`src/rtl/seq_alu.sv`:
```
// rtl/seq_alu.sv - multi-cycle execute unit with a bit-serial shifter
// Logic/arith/compare ops resolve at accept; shifts step a working register one bit per cycle.
module seq_alu #(
  parameter int WIDTH = 32,
  localparam int SHW = $clog2(WIDTH)
) (
  input  logic             clk,
  input  logic             reset,
  input  logic             in_valid,
  output logic             in_ready,
  input  logic [3:0]       alu_control,
  input  logic [WIDTH-1:0] src_a,
  input  logic [WIDTH-1:0] src_b,
  output logic             out_valid,
  input  logic             out_ready,
  output logic [WIDTH-1:0] result,
  output logic             zero,
  output logic             illegal
);

  localparam logic [3:0] OP_ADD  = 4'b0000;
  localparam logic [3:0] OP_SUB  = 4'b0001;
  localparam logic [3:0] OP_AND  = 4'b0010;
  localparam logic [3:0] OP_OR   = 4'b0011;
  localparam logic [3:0] OP_XOR  = 4'b0100;
  localparam logic [3:0] OP_SLT  = 4'b0101;
  localparam logic [3:0] OP_SLL  = 4'b0110;
  localparam logic [3:0] OP_SRA  = 4'b0111;
  localparam logic [3:0] OP_SRL  = 4'b1000;
  localparam logic [3:0] OP_SLTU = 4'b1001;

  localparam logic [SHW-1:0] CNT_ONE = SHW'(1);

  typedef enum logic [1:0] {IDLE, SHIFT, DONE} state_t;

  state_t           state_q, state_d;
  logic [WIDTH-1:0] work_q, work_d;
  logic [WIDTH-1:0] result_q, result_d;
  logic [SHW-1:0]   cnt_q, cnt_d;
  logic [3:0]       op_q, op_d;
  logic             zero_q, zero_d;
  logic             illegal_q, illegal_d;

  logic [WIDTH-1:0] alu_res;
  logic [WIDTH-1:0] shift_res;
  logic [SHW-1:0]   shamt;
  logic             is_shift;
  logic             is_illegal;

  assign shamt      = src_b[SHW-1:0];
  assign is_shift   = (alu_control == OP_SLL) || (alu_control == OP_SRA) || (alu_control == OP_SRL);
  assign is_illegal = (alu_control > OP_SLTU);

  always_comb begin
    alu_res = '0;
    case (alu_control)
      OP_ADD:  alu_res = src_a + src_b;
      OP_SUB:  alu_res = src_a - src_b;
      OP_AND:  alu_res = src_a & src_b;
      OP_OR:   alu_res = src_a | src_b;
      OP_XOR:  alu_res = src_a ^ src_b;
      OP_SLT:  alu_res = {{(WIDTH-1){1'b0}}, ($signed(src_a) < $signed(src_b))};
      OP_SLTU: alu_res = {{(WIDTH-1){1'b0}}, (src_a < src_b)};
      default: alu_res = '0;
    endcase
  end

  // One-bit step of the latched shift op; sra copies the running sign bit.
  always_comb begin
    shift_res = '0;
    case (op_q)
      OP_SLL:  shift_res = {work_q[WIDTH-2:0], 1'b0};
      OP_SRA:  shift_res = {work_q[WIDTH-1], work_q[WIDTH-1:1]};
      default: shift_res = {1'b0, work_q[WIDTH-1:1]};
    endcase
  end

  always_comb begin
    state_d   = state_q;
    work_d    = work_q;
    cnt_d     = cnt_q;
    op_d      = op_q;
    result_d  = result_q;
    zero_d    = zero_q;
    illegal_d = illegal_q;
    case (state_q)
      IDLE: begin
        if (in_valid) begin
          if (is_illegal) begin
            result_d  = '0;
            zero_d    = 1'b1;
            illegal_d = 1'b1;
            state_d   = DONE;
          end else if (is_shift && (shamt != '0)) begin
            work_d  = src_a;
            op_d    = alu_control;
            cnt_d   = shamt;
            state_d = SHIFT;
          end else if (is_shift) begin
            result_d  = src_a;
            zero_d    = (src_a == '0);
            illegal_d = 1'b0;
            state_d   = DONE;
          end else begin
            result_d  = alu_res;
            zero_d    = (alu_res == '0);
            illegal_d = 1'b0;
            state_d   = DONE;
          end
        end
      end
      SHIFT: begin
        work_d = shift_res;
        cnt_d  = cnt_q - CNT_ONE;
        if (cnt_q == CNT_ONE) begin
          result_d  = shift_res;
          zero_d    = (shift_res == '0);
          illegal_d = 1'b0;
          state_d   = DONE;
        end
      end
      DONE: begin
        if (out_ready) begin
          state_d = IDLE;
        end
      end
      default: state_d = IDLE;
    endcase
  end

  always_ff @(posedge clk) begin
    if (reset) begin
      state_q   <= IDLE;
      work_q    <= '0;
      cnt_q     <= '0;
      op_q      <= '0;
      result_q  <= '0;
      zero_q    <= 1'b0;
      illegal_q <= 1'b0;
    end else begin
      state_q   <= state_d;
      work_q    <= work_d;
      cnt_q     <= cnt_d;
      op_q      <= op_d;
      result_q  <= result_d;
      zero_q    <= zero_d;
      illegal_q <= illegal_d;
    end
  end

  assign in_ready  = (state_q == IDLE);
  assign out_valid = (state_q == DONE);
  assign result    = result_q;
  assign zero      = zero_q;
  assign illegal   = illegal_q;

endmodule

```
`config.mk`:
```
export PLATFORM = sky130hd
export DESIGN_NAME = seq_alu
export DESIGN_NICKNAME = d
export VERILOG_FILES = /design/src/rtl/seq_alu.sv
export SDC_FILE = /design/constraint.sdc
export NUM_CORES = 1
export LEC_CHECK = 0
export CAP_MARGIN = 0
export CORE_MARGIN = 10
export CORE_UTILIZATION = 38
export CTS_CLUSTER_DIAMETER = 150
export DETAILED_ROUTE_END_ITERATION = 10
export PLACE_DENSITY = 0.66
export SLEW_MARGIN = 20
export SYNTH_ARGS = -nofsm -noshare
export SYNTH_HDL_FRONTEND = slang
export SYNTH_SLANG_ARGS = --single-unit
export TNS_END_PERCENT = 30
```
`constraint.sdc`:
```
create_clock -name clk -period 5.86 [get_ports clk]
set_clock_uncertainty 0.2 [all_clocks]
set_input_delay 1.172 -clock clk [delete_from_list [all_inputs] [get_ports clk]]
set_output_delay 1.172 -clock clk [all_outputs]
set_load 0.01 [all_outputs]
```
# --- After elaboration in Yosys (flattened, before gate mapping) ---
# Index checks and enable logic that the tools add are counted.
# Widths: inputs -> output; s select.
op_classes:
  div: 0
  reduce_logical: 14
  eq_ne: 20
  n_shift: 0
  bitwise: 4
  n_lt_le_gt_ge: 3
  n_mul: 0
  addsub: 3
  n_mux: 33
op_table:
  columns: ["operator", "n"]
  rows:
  - ["$mux 32", 8]
  - ["$pmux 32 s7", 1]
  - ["$pmux 32 s2", 3]
  - ["$logic_not 32->1", 3]
  - ["$lt 32x32->1", 2]
  - ["$add 32x32->32", 1]
  - ["$and 32x32->32", 1]
  - ["$or 32x32->32", 1]
  - ["$sub 32x32->32", 1]
  - ["$xor 32x32->32", 1]
  - ["$eq 4x3->1 const B", 6]
  - ["$mux 5", 3]
  - ["$reduce_and 4->1", 3]
  - ["$mux 2", 5]
  - ["$pmux 5 s2", 1]
  - ["$mux 1", 9]
  - ["$eq 4x2->1 const B", 2]
  - ["$eq 4x4->1 const B", 2]
  - ["$ne 2x2->1 const B", 3]
  - ["$pmux 2 s3", 1]
  - ["$eq 5x1->1 const B", 1]
  - ["$reduce_bool 5->1", 1]
  - ["$sub 5x1->5 const B", 1]
  - ["$eq 4x1->1 const B", 1]
  - ["13 further kinds", 16]
totals:
  in_bits: 72
  output_inout_bits: 36
  latchBits: 0
  rom_bits: 0
  mem_count: 0
  reg_bits: 77
  elab_cells: 84
  ramBits: 0

# --- Longest topological paths before layout ---
# Gate-level depths: netlist of run 1.
depth:
  word_depth: 8
  ltp_mapped: 14
  mapped_depth_nobuf: 14

# --- Worst setup path before layout of run 1 ---
# No wires, ideal clock.
synth_timing:
  path_kind: "in2reg"
  from: "input src_a[0]"
  to: "register zero_q (netlist: zero)"
  slack_ns: 1.409
  setup_time_ns: 0.088
  required_time_ns: 5.572
  arrival_ns: 4.163
  path_buffers: 0
  cell_stages: 14
  path_cell_list: "inv_1 -> ha_1 -> fa_1 -> o21bai_2 -> o2111ai_2 -> a2111oi_2 -> o31ai_2 -> a311oi_1 -> a221o_1 -> o21ai_0 -> a221oi_1 -> and2_2 -> nand4_1 -> o32ai_2"
synth_between:
  elab_chain_len: 8
  word_cells_on_any_way: 15
  classes_between: "add/sub (2); order compare (2); mux (6); bitwise (3); reduce/logical (2)"
synth_lines:
  columns: ["element", "line_no", "source"]
  rows:
  - ["start, declared", "12", "input logic [WIDTH-1:0] src_a,"]
  - ["$sub 32x32->32, or another cell as far along", "58", "OP_SUB: alu_res = src_a - src_b;"]
  - ["$pmux 32 s7", "56", "case (alu_control)"]
  - ["$logic_not 32->1", "106", "zero_d = (alu_res == '0);"]
  - ["$mux 1 (*)", "99", "end else if (is_shift) begin"]
  - ["$mux 1 (*)", "94", "end else if (is_shift && (shamt != '0)) begin"]
  - ["$mux 1 (*)", "89", "if (is_illegal) begin"]
  - ["$mux 1 (*)", "88", "if (in_valid) begin"]
  - ["$pmux 1 s2 (*)", "86", "case (state_q)"]
  - ["end signal, assigned", "146", "zero_q <= zero_d;"]
  - ["end, declared", "41", "logic zero_q, zero_d;"]
# Mark *: on every way between the ends. The rest lies on a longest branch, timed or not. The select of a mux whose other input is x is not followed.
# A chain may end at the register's enable or synchronous reset.

# --- Worst setup path after layout of run 1 ---
layout_timing:
  from: "input src_a[6]"
  to: "register zero_q (netlist: zero)"
# Same word-level chain as after synthesis.

==> results.md, run 1 <==
- The run finished with clean final reports.
- The largest stage delay on the critical path is 0.61 ns.
- The final worst-path cycle share is 94.08%.
- The max-slew violation total from the final report is 0.
- The end point of the critical path is zero$_SDFFE_PP0P_.
- At the end of routability-driven placement, the weighted congestion stood at 1.008.
- Yosys attributes the largest share of cell area to sky130_fd_sc_hd__dfxtp_1 (15%), sky130_fd_sc_hd__ha_1 (14%), sky130_fd_sc_hd__nand2_1 (8.3%).
- The clock-pin slew on the worst setup and hold paths is 0.06 ns.
- The number of synthesized flops with an enable pin is 0.
- The number of inserted filler cells in the final layout is 2,684.
- The final layout contains 1,732 nets.
- Counting flops with an async set or reset pin after synthesis yields a share of 0%.
- The worst-case clock buffer depth is 2.
- After global routing the overflow that remains totals 0.
- The signal on the critical path passes through clkdlybuf4s50_1, inv_1, ha_1, nor2b_1, o311ai_0, o311ai_0, nor2_1, a21oi_2, a211o_2, a32oi_1, nand4_1, nor4_2, nand4_1, o32ai_2.
- From synthesis to final layout, the design area changed by 18.08%.
- The fmax is 181.4 MHz.
- The clock period minus worst slack is 5.513 ns.
- A synthesized cell averages 6.853 um^2.
- Once detail routing completed, the nets flagged for antenna violations numbered 0.
- The core region is 0.02598 mm^2.
- The initialized floorplan defines 59 standard-cell rows.
- In the synthesized netlist, the number of instances is 1,462.
- In the layout the commonest cells are sky130_fd_sc_hd__nand2_1 (222), sky130_fd_sc_hd__a21oi_1 (150), sky130_fd_sc_hd__nor2_1 (128), sky130_fd_sc_hd__ha_1 (115), sky130_fd_sc_hd__clkdlybuf4s50_1 (105).
- In the final routed layout, each cell accounts on average for 22.47 um.
- Across the whole layout, storage elements account for 0.001541 mm^2.
- The netlist area before placement is 0.01002 mm^2.
- STA classifies the critical path endpoint as a flop.
- Summed over its instances, the top area cell type makes up 15.38% of the synthesized netlist area.
- The number of library cell types mapped by synthesis is 93.
- The number of CTS-inserted buffers is 9.
- At the pin with the least slew margin, the transition time is 0.9304 ns.
- The H-tree depth reported by CTS is 3.
- For flop-to-flop paths, the worst setup slack is 3.07 ns.
- Cells fill 45.53% of the core in the end.
- The via count of the first global-routing pass is 11,130.
- The initial core utilization is 38.56%.
- The worst pin sits at a relative slew slack of 37.70%.
- Setup violations remaining at the end of the flow were counted as 0.
- The required arrival time at the worst endpoint is 5.92 ns.
- In this run, post-CTS hold repair placed 0 buffers.
- The TritonCTS clock tree is yes.
- At the worst endpoint, the arrival time is 5.58 ns.
- For this run, the leading register cell type out of synthesis is sky130_fd_sc_hd__dfxtp_1.
- The die width is 182.4 um.
- The first global-routing pass estimated 64.71 mm of wire.
- In this run the worst setup path begins at src_a[6].
- The flip-flop and latch count after synthesis is 77.
- The initial antenna violation count came to 0.
- The later pin in the worst-skew pair is clocked with a latency of 0.35 ns.
- The final layout contains routed wiring with a total length of 42.30 mm.
- The number of antenna repair diodes is 0.
- The type of the worst setup path is input port to flop.
- The final route contains 11,680 vias.
- The root buffer selected by CTS is sky130_fd_sc_hd__clkbuf_16.
- The maximum number of pins on one net before global-route repair is 77.
- The worst setup path is launched from an input port.
- Setup repair after global routing left no endpoint under its margin.
- The number of clock sinks is 77.
- In this run the tool buffered the top-level ports with 107 buffer cells.
- The cell count of the worst reg-to-reg path is 6.
- Across the VDD grid, the largest voltage drop is 0.1639 mV.
- In this run, the number of DRC markers left after iteration 0 of detailed routing was 1,542.
- The biggest fanout along the worst timing path is 14.
- Sequential elements use 15.38% of the synthesized area.
- The number of design rule violations left after detail routing is 0.
- The first detailed-routing pass ran for 9 iterations.
- Measured along the y axis, the die boundary spans 182.4 um.
- The hold violation total from the final report was 0.
- In the final layout, the share of cells above drive strength 1 is 8.010%.
- Across the run, the number of max-cap violations was 0.
- In this run the static leakage power is 4.790 nW.
- The overall die area is 0.03326 mm^2.
- Among all stages on the critical path, the largest delay is contributed by sky130_fd_sc_hd__clkdlybuf4s50_1.
- The most frequent standard cell in the layout excluding fill and tap cells is sky130_fd_sc_hd__nand2_1.
- The top-level port count is 108.
- Dividing total power by cell area gives a power density of 184.4 mW/mm^2.
- Global routing used 24.08% of the available tracks across all layers.
- The class of the worst hold path is flop to flop.
- The count of yosys warnings during synthesis is 0.
- The worst register-to-register path begins at cnt_q[0]$_SDFFE_PP0P_.
- In this run the critical register-to-register path is captured at zero$_SDFFE_PP0P_.
- The area of the multi-input gates is 0.007577 mm^2.
- The ratio of routed vias to standard cells is 6.205.
- Of all cell types, the one taking the most synthesized area is sky130_fd_sc_hd__dfxtp_1.
- Hold timing on the final database bottoms out at a slack of 0.2545 ns.
- Synthesis produced a netlist with a net count of 1,651.
- The wire-length estimate of the detail-placed layout is 32.72 mm.
[metrics by stage]
step | setup TNS, ns | area, um^2 | std cells | setup WS, ns | power, mW
finish | 0 | 11830 | 1883 | 0.3469 | 2.182
global route | 0 | 11830 | 1883 | 0.06559 | 2.283
CTS | 0 | 11830 | 1883 | 0.3090 | 2.162
detailed placement | -0.003678 | 11480 | 1867 | -0.003678 | 1.501
global placement | 0 | 11480 | 1867 | 0.03904 | 1.502
floorplan | 0 | 10020 | 1462 | 1.409 | 1.140
[sequential cells by signal (all words and copies together), names as in the netlist]
register	count
cnt_q	5
illegal	1
op_q	4
result	32
state_q	2
work_q	32
zero	1
[metal layers]
layer  wire, um  GRT usage (%)  up-vias
li1           -              -     5482
met1      18620          32.11     5460
met2      18120          37.11      639
met3       3715          4.273      103
met4       1845          10.54        0
met5          0              0        -
[power breakdown]
| part | internal (mW) | total, mW | switching, mW |
|---|---|---|---|
| Sequential | 0.558 | 0.585 | 0.0275 |
| Clock | 0.430 | 0.664 | 0.235 |
| Combinational | 0.357 | 0.932 | 0.576 |
[cell usage after synthesis (11+ instances only)]
master,number
sky130_fd_sc_hd__o21bai_1,11
sky130_fd_sc_hd__nor2b_1,13
sky130_fd_sc_hd__a311oi_1,28
sky130_fd_sc_hd__nand2_1,222
sky130_fd_sc_hd__o21ai_0,70
sky130_fd_sc_hd__a211oi_1,38
sky130_fd_sc_hd__nor2_1,129
sky130_fd_sc_hd__clkbuf_1,71
sky130_fd_sc_hd__a21oi_1,150
sky130_fd_sc_hd__ha_1,115
sky130_fd_sc_hd__a31oi_1,13
sky130_fd_sc_hd__o211ai_1,28
sky130_fd_sc_hd__nor4_1,27
sky130_fd_sc_hd__nor3_1,39
sky130_fd_sc_hd__and3_1,33
sky130_fd_sc_hd__o31ai_1,13
sky130_fd_sc_hd__dfxtp_1,77
sky130_fd_sc_hd__nand2b_1,15
sky130_fd_sc_hd__nand4_1,17
sky130_fd_sc_hd__inv_1,102
sky130_fd_sc_hd__nand3_1,24
[cell type report]
cell class                      count  share of cell area, %
Multi-Input combinational cell   1179                  64.04
Timing Repair Buffer              173                  13.16
Sequential cell                    77                  13.03
Tap cell                          335                  3.543
Inverter                          103                  3.268
Clock buffer                       11                  2.052
Clock inverter                      5                 0.9095
[critical path, delay by kind of cell]
| kind | cells | cell delay (ns) |
|---|---|---|
| compound gates | 6 | 1.94 |
| simple gates | 5 | 1.19 |
| buf+inv | 2 | 0.69 |
| fa+ha+maj | 1 | 0.56 |
[repair_timing]
item	4_1_cts	5_1_grt
endpoints found under the setup margin	0	2
resized for setup	0	1
buffers inserted	0	0
[cells by family after synthesis]
| kind of cell | Yosys count | share of synthesized area (%) |
|---|---|---|
| AO/OA/AOI/OAI | 489 | 33.25 |
| XOR/XNOR | 6 | 0.5245 |
| adder cells (fa/ha/maj) | 117 | 14.76 |
| buffers and inverters | 206 | 9.303 |
| flip-flops | 77 | 15.38 |
| multiplexers | 10 | 1.012 |
| AND/OR/NAND/NOR | 557 | 25.76 |
[worst min-delay path by stage]
| stage | startpoint | to | slack, ns | cells after the start |
|---|---|---|---|---|
| 2_1_floorplan | op_q[2]$_SDFFE_PP0P_ | op_q[2]$_SDFFE_PP0P_ | 0.24 | 1 |
| 3_3_place_gp | result[12]$_SDFFE_PP0P_ | result[12]$_SDFFE_PP0P_ | 0.24 | 2 |
| 3_5_place_dp | result[8]$_SDFFE_PP0P_ | result[8]$_SDFFE_PP0P_ | 0.25 | 2 |
| 4_1_cts | result[8]$_SDFFE_PP0P_ | result[8]$_SDFFE_PP0P_ | 0.26 | 2 |
| 5_1_grt | result[5]$_SDFFE_PP0P_ | result[5]$_SDFFE_PP0P_ | 0.27 | 2 |
| 6_report | result[22]$_SDFFE_PP0P_ | result[22]$_SDFFE_PP0P_ | 0.25 | 2 |
(Power assumes the default switching activity.)
==> run 2, diff against run 1 <==
--- a/config.mk
+++ b/config.mk
@@ -8,7 +8,8 @@
 export CAP_MARGIN = 0
 export CORE_MARGIN = 10
 export CORE_UTILIZATION = 38
-export CTS_CLUSTER_DIAMETER = 150
+export CTS_CLUSTER_DIAMETER = 200
+export CTS_CLUSTER_SIZE = 25
 export DETAILED_ROUTE_END_ITERATION = 10
 export PLACE_DENSITY = 0.66
 export SLEW_MARGIN = 20
==> results of run 2 <==
The final DEF is identical to that of run 1; final timing and power are the same.
==> run 3, diff against run 2 <==
--- a/config.mk
+++ b/config.mk
@@ -6,13 +6,15 @@
 export NUM_CORES = 1
 export LEC_CHECK = 0
 export CAP_MARGIN = 0
+export CELL_PAD_IN_SITES_DETAIL_PLACEMENT = 1
+export CELL_PAD_IN_SITES_GLOBAL_PLACEMENT = 1
 export CORE_MARGIN = 10
 export CORE_UTILIZATION = 38
-export CTS_CLUSTER_DIAMETER = 200
+export CTS_CLUSTER_DIAMETER = 30
 export CTS_CLUSTER_SIZE = 25
 export DETAILED_ROUTE_END_ITERATION = 10
-export PLACE_DENSITY = 0.66
-export SLEW_MARGIN = 20
+export PLACE_DENSITY = 0.84
+export SLEW_MARGIN = 10
 export SYNTH_ARGS = -nofsm -noshare
 export SYNTH_HDL_FRONTEND = slang
 export SYNTH_SLANG_ARGS = --single-unit
==> results.md, run 3 (synthesis gave the netlist of run 1 again) <==
- The layer carrying the most global-route usage is met2 (unchanged).
- The number of inserted filler cells in the final layout was 3,319 (was 2,684).
- The number of CTS-inserted buffers is 9 (unchanged).
- The number of design rule violations left after detail routing is 0 (unchanged).
- The worst slew margin relative to its limit is 26.83% (was 37.70%).
- The worst-case clock buffer depth is 2 (unchanged).
- The total number of placement rows is 59 (unchanged).
- The area inside the core boundary is 0.02598 mm^2 (unchanged).
- The via count of the first global-routing pass came to 12,000 (was 11,130).
- The hold buffer count at CTS is 0 (unchanged).
- The routed length per instance came to 24.53 um (was 22.47 um).
- The number of instances in the placed design is 1,869 (was 1,867).
- The reg-to-reg setup timing slack is 2.72 ns (was 3.07 ns).
- The global-route track usage on met2 is 43.50% (was 37.11%).
- The slew at the pin closest to its max-slew limit was 1.097 ns (was 0.9304 ns).
- The number of setup buffers added after CTS is 0 (unchanged).
- Cells along the critical path: clkdlybuf4s50_1, inv_1, ha_1, nor2b_1, o311ai_0, o311ai_0, nor2_1, a21oi_2, a211o_2, a32oi_1, nand4_1, nor4_2, nand4_1, o32ai_2 (unchanged).
- The most frequent standard cell in the layout excluding fill and tap cells is sky130_fd_sc_hd__nand2_1 (unchanged).
- The detailed-route wire length is 46.24 mm (was 42.30 mm).
- The worst hold path depth is 2 (unchanged).
- The total of max-cap violations is 0 (unchanged).
- The initial DRC count is 1,134 (was 1,542).
- The maximum number of pins on one net before global-route repair came to 77 (unchanged).
- The final setup violation count came to 0 (unchanged).
- The initial core utilization is 38.56% (unchanged).
- The last weighted congestion value of the routability-driven placer is 0.9833 (was 1.008).
- The fmax came to 182.6 MHz (was 181.4 MHz).
- The overall die area was 0.03326 mm^2 (unchanged).
- The number of antenna-violating nets in the routed design is 0 (unchanged).
- The hold violation total from the final report came to 0 (unchanged).
- The overall overflow remaining after global route is 0 (unchanged).
- The met1 track utilization from global routing is 35.00% (was 32.11%).
- The vias after detailed routing was 12,020 (was 11,680).
- The final standard cell area without fillers came to 0.01183 mm^2 (about the same).
- The critical register-to-register path startpoint is state_q[1]$_SDFFE_PP0P_ (was cnt_q[0]$_SDFFE_PP0P_).
- The top-level port count is 108 (unchanged).
- The class of the worst hold path is flop to flop (unchanged).
- The type of the worst setup path is input port to flop (unchanged).
- The root buffer selected by CTS is sky130_fd_sc_hd__clkbuf_16 (unchanged).
- The number of gates on the worst path with buffers counted is 14 (unchanged).
- The global routing met3 resource utilization is 3.422% (was 4.273%).
- The leakage dissipation is 4.792 nW (was 4.790 nW).
- The largest stage delay on the critical path is 0.61 ns (about the same).
- The worst min-delay path endpoint is result[22]$_SDFFE_PP0P_ (unchanged).
- The number of antenna repair diodes is 0 (unchanged).
- The maximum resistive drop on vdd is 0.1400 mV (was 0.1639 mV).
- The first-pass GRT wire length is 71.07 mm (was 64.71 mm).
- The area added between synthesis and finish is 18.03% (was 18.08%).
- The number of clock sinks came to 77 (unchanged).
- The global routing usage summed across all routing layers was 26.48% (was 24.08%).
- The H-tree depth reported by CTS is 3 (unchanged).
- The cell count of the worst reg-to-reg path is 6 (unchanged).
- The detailed-routing iteration count for the pre-antenna-repair pass is 5 (was 9).
- The clock-pin slew on the worst setup and hold paths is 0.06 ns (about the same).
- The initial antenna violation count was 0 (unchanged).
- The power density normalized to cell area is 181.9 mW/mm^2 (was 184.4 mW/mm^2).
- The count of buffer and inverter cells on the critical path is 2 (unchanged).
- The TritonCTS clock tree is yes (unchanged).
- The required arrival time at the worst endpoint is 5.91 ns (was 5.92 ns).
- The placed instance area is 0.01149 mm^2 (was 0.01148 mm^2).
- The category of the worst setup path capture point is a flop (unchanged).
- The filler-free cell count of the finished design is 1,885 (was 1,883).
- The highest-delay cell along the critical path is sky130_fd_sc_hd__clkdlybuf4s50_1 (unchanged).
- The share of cells above drive strength 1 is 8.194% (was 8.010%).
- The die width is 182.4 um (unchanged).
- The clock period minus worst slack is 5.476 ns (was 5.513 ns).
- Most frequent cells in the layout: sky130_fd_sc_hd__nand2_1 (222), sky130_fd_sc_hd__a21oi_1 (150), sky130_fd_sc_hd__nor2_1 (128), sky130_fd_sc_hd__ha_1 (115), sky130_fd_sc_hd__clkdlybuf4s50_1 (105) (unchanged).
- Setup repair after global routing missed its margin: no (unchanged).
- The max-slew violation total from the final report is 0 (unchanged).
- The final worst-path cycle share is 93.44% (was 94.08%).
- The category of the worst setup path launch point is an input port (unchanged).
- The placed wire-length estimate after detailed placement is 36.14 mm (was 32.72 mm).
- The final core utilization was 45.51% (was 45.53%).
- The number of nets in the finished design is 1,734 (was 1,732).
- The ratio of routed vias to standard cells came to 6.375 (was 6.205).
- The worst min-delay path startpoint is result[22]$_SDFFE_PP0P_ (unchanged).
- The post-CTS resize count is 0 (unchanged).
- The arrival time at the worst endpoint was 5.53 ns (was 5.58 ns).
- The die height was 182.4 um (unchanged).
- The biggest fanout along the worst timing path is 14 (unchanged).
- The destination of the worst register-to-register timing path is result[22]$_SDFFE_PP0P_ (was zero$_SDFFE_PP0P_).
- The setup TNS after final layout is 0 ns (unchanged).
- The number of port buffers is 107 (unchanged).
- The clock latency at the later pin of the worst-skew pair is 0.34 ns (was 0.35 ns).
- The cell family with the largest share of critical-path delay was compound AO/OA/AOI/OAI gates (unchanged).
- Result of the run: finished, final reports clean (unchanged).
## run 3: worst max-delay path by stage
stage / from / endpoint / slack, ns
6_report: src_a[6] / zero$_SDFFE_PP0P_ / 0.38
5_1_grt: src_a[6] / zero$_SDFFE_PP0P_ / 0.02
4_1_cts: src_a[6] / zero$_SDFFE_PP0P_ / 0.41
3_5_place_dp: src_a[6] / zero$_SDFFE_PP0P_ / 0.08
3_3_place_gp: src_a[6] / zero$_SDFFE_PP0P_ / 0.26
2_1_floorplan: src_a[0] / zero$_SDFFE_PP0P_ / 1.41
## run 3: per-layer routing
layer,part of all wire [%],routed length [um]
met5,0,0
met4,3.6,1668
met3,6.5,3028
met2,46,21160
met1,44,20380
## run 3: power by group
group          switching (mW)  leakage [nW]  internal [mW]
logic                   0.594          4.00          0.358
registers              0.0294         0.628          0.558
clock network           0.223         0.161          0.388
total                   0.846          4.79           1.30
## run 3: metrics by stage
stage | setup WS [ns] | total power [mW] | hold slack, ns
floorplan | 1.409 | 1.140 | 0.2409
global placement | 0.2614 | 1.509 | 0.2421
detailed placement | 0.08377 | 1.524 | 0.2539
CTS | 0.4113 | 2.134 | 0.2688
global route | 0.01728 | 2.259 | 0.2938
finish | 0.3842 | 2.151 | 0.2674
## run 3: area by class of cell
| type | count | area, um^2 | area share [%] |
|---|---|---|---|
| clock buffer | 14 | 294.0 | 2.486 |
| clock inverter | 2 | 37.54 | 0.3174 |
| inverter | 103 | 386.6 | 3.269 |
| multi-input combinational | 1179 | 7576 | 64.06 |
| sequential | 77 | 1541 | 13.03 |
| tap | 335 | 419.2 | 3.544 |
| timing repair buffer | 175 | 1572 | 13.29 |
## run 3: worst reg2reg max path, delay by kind of cell, from the launching register on
kind            cells  cell delay [ns]
simple gates        2             0.97
compound gates      3             0.95
flops               1             0.50
buf+inv             1             0.37
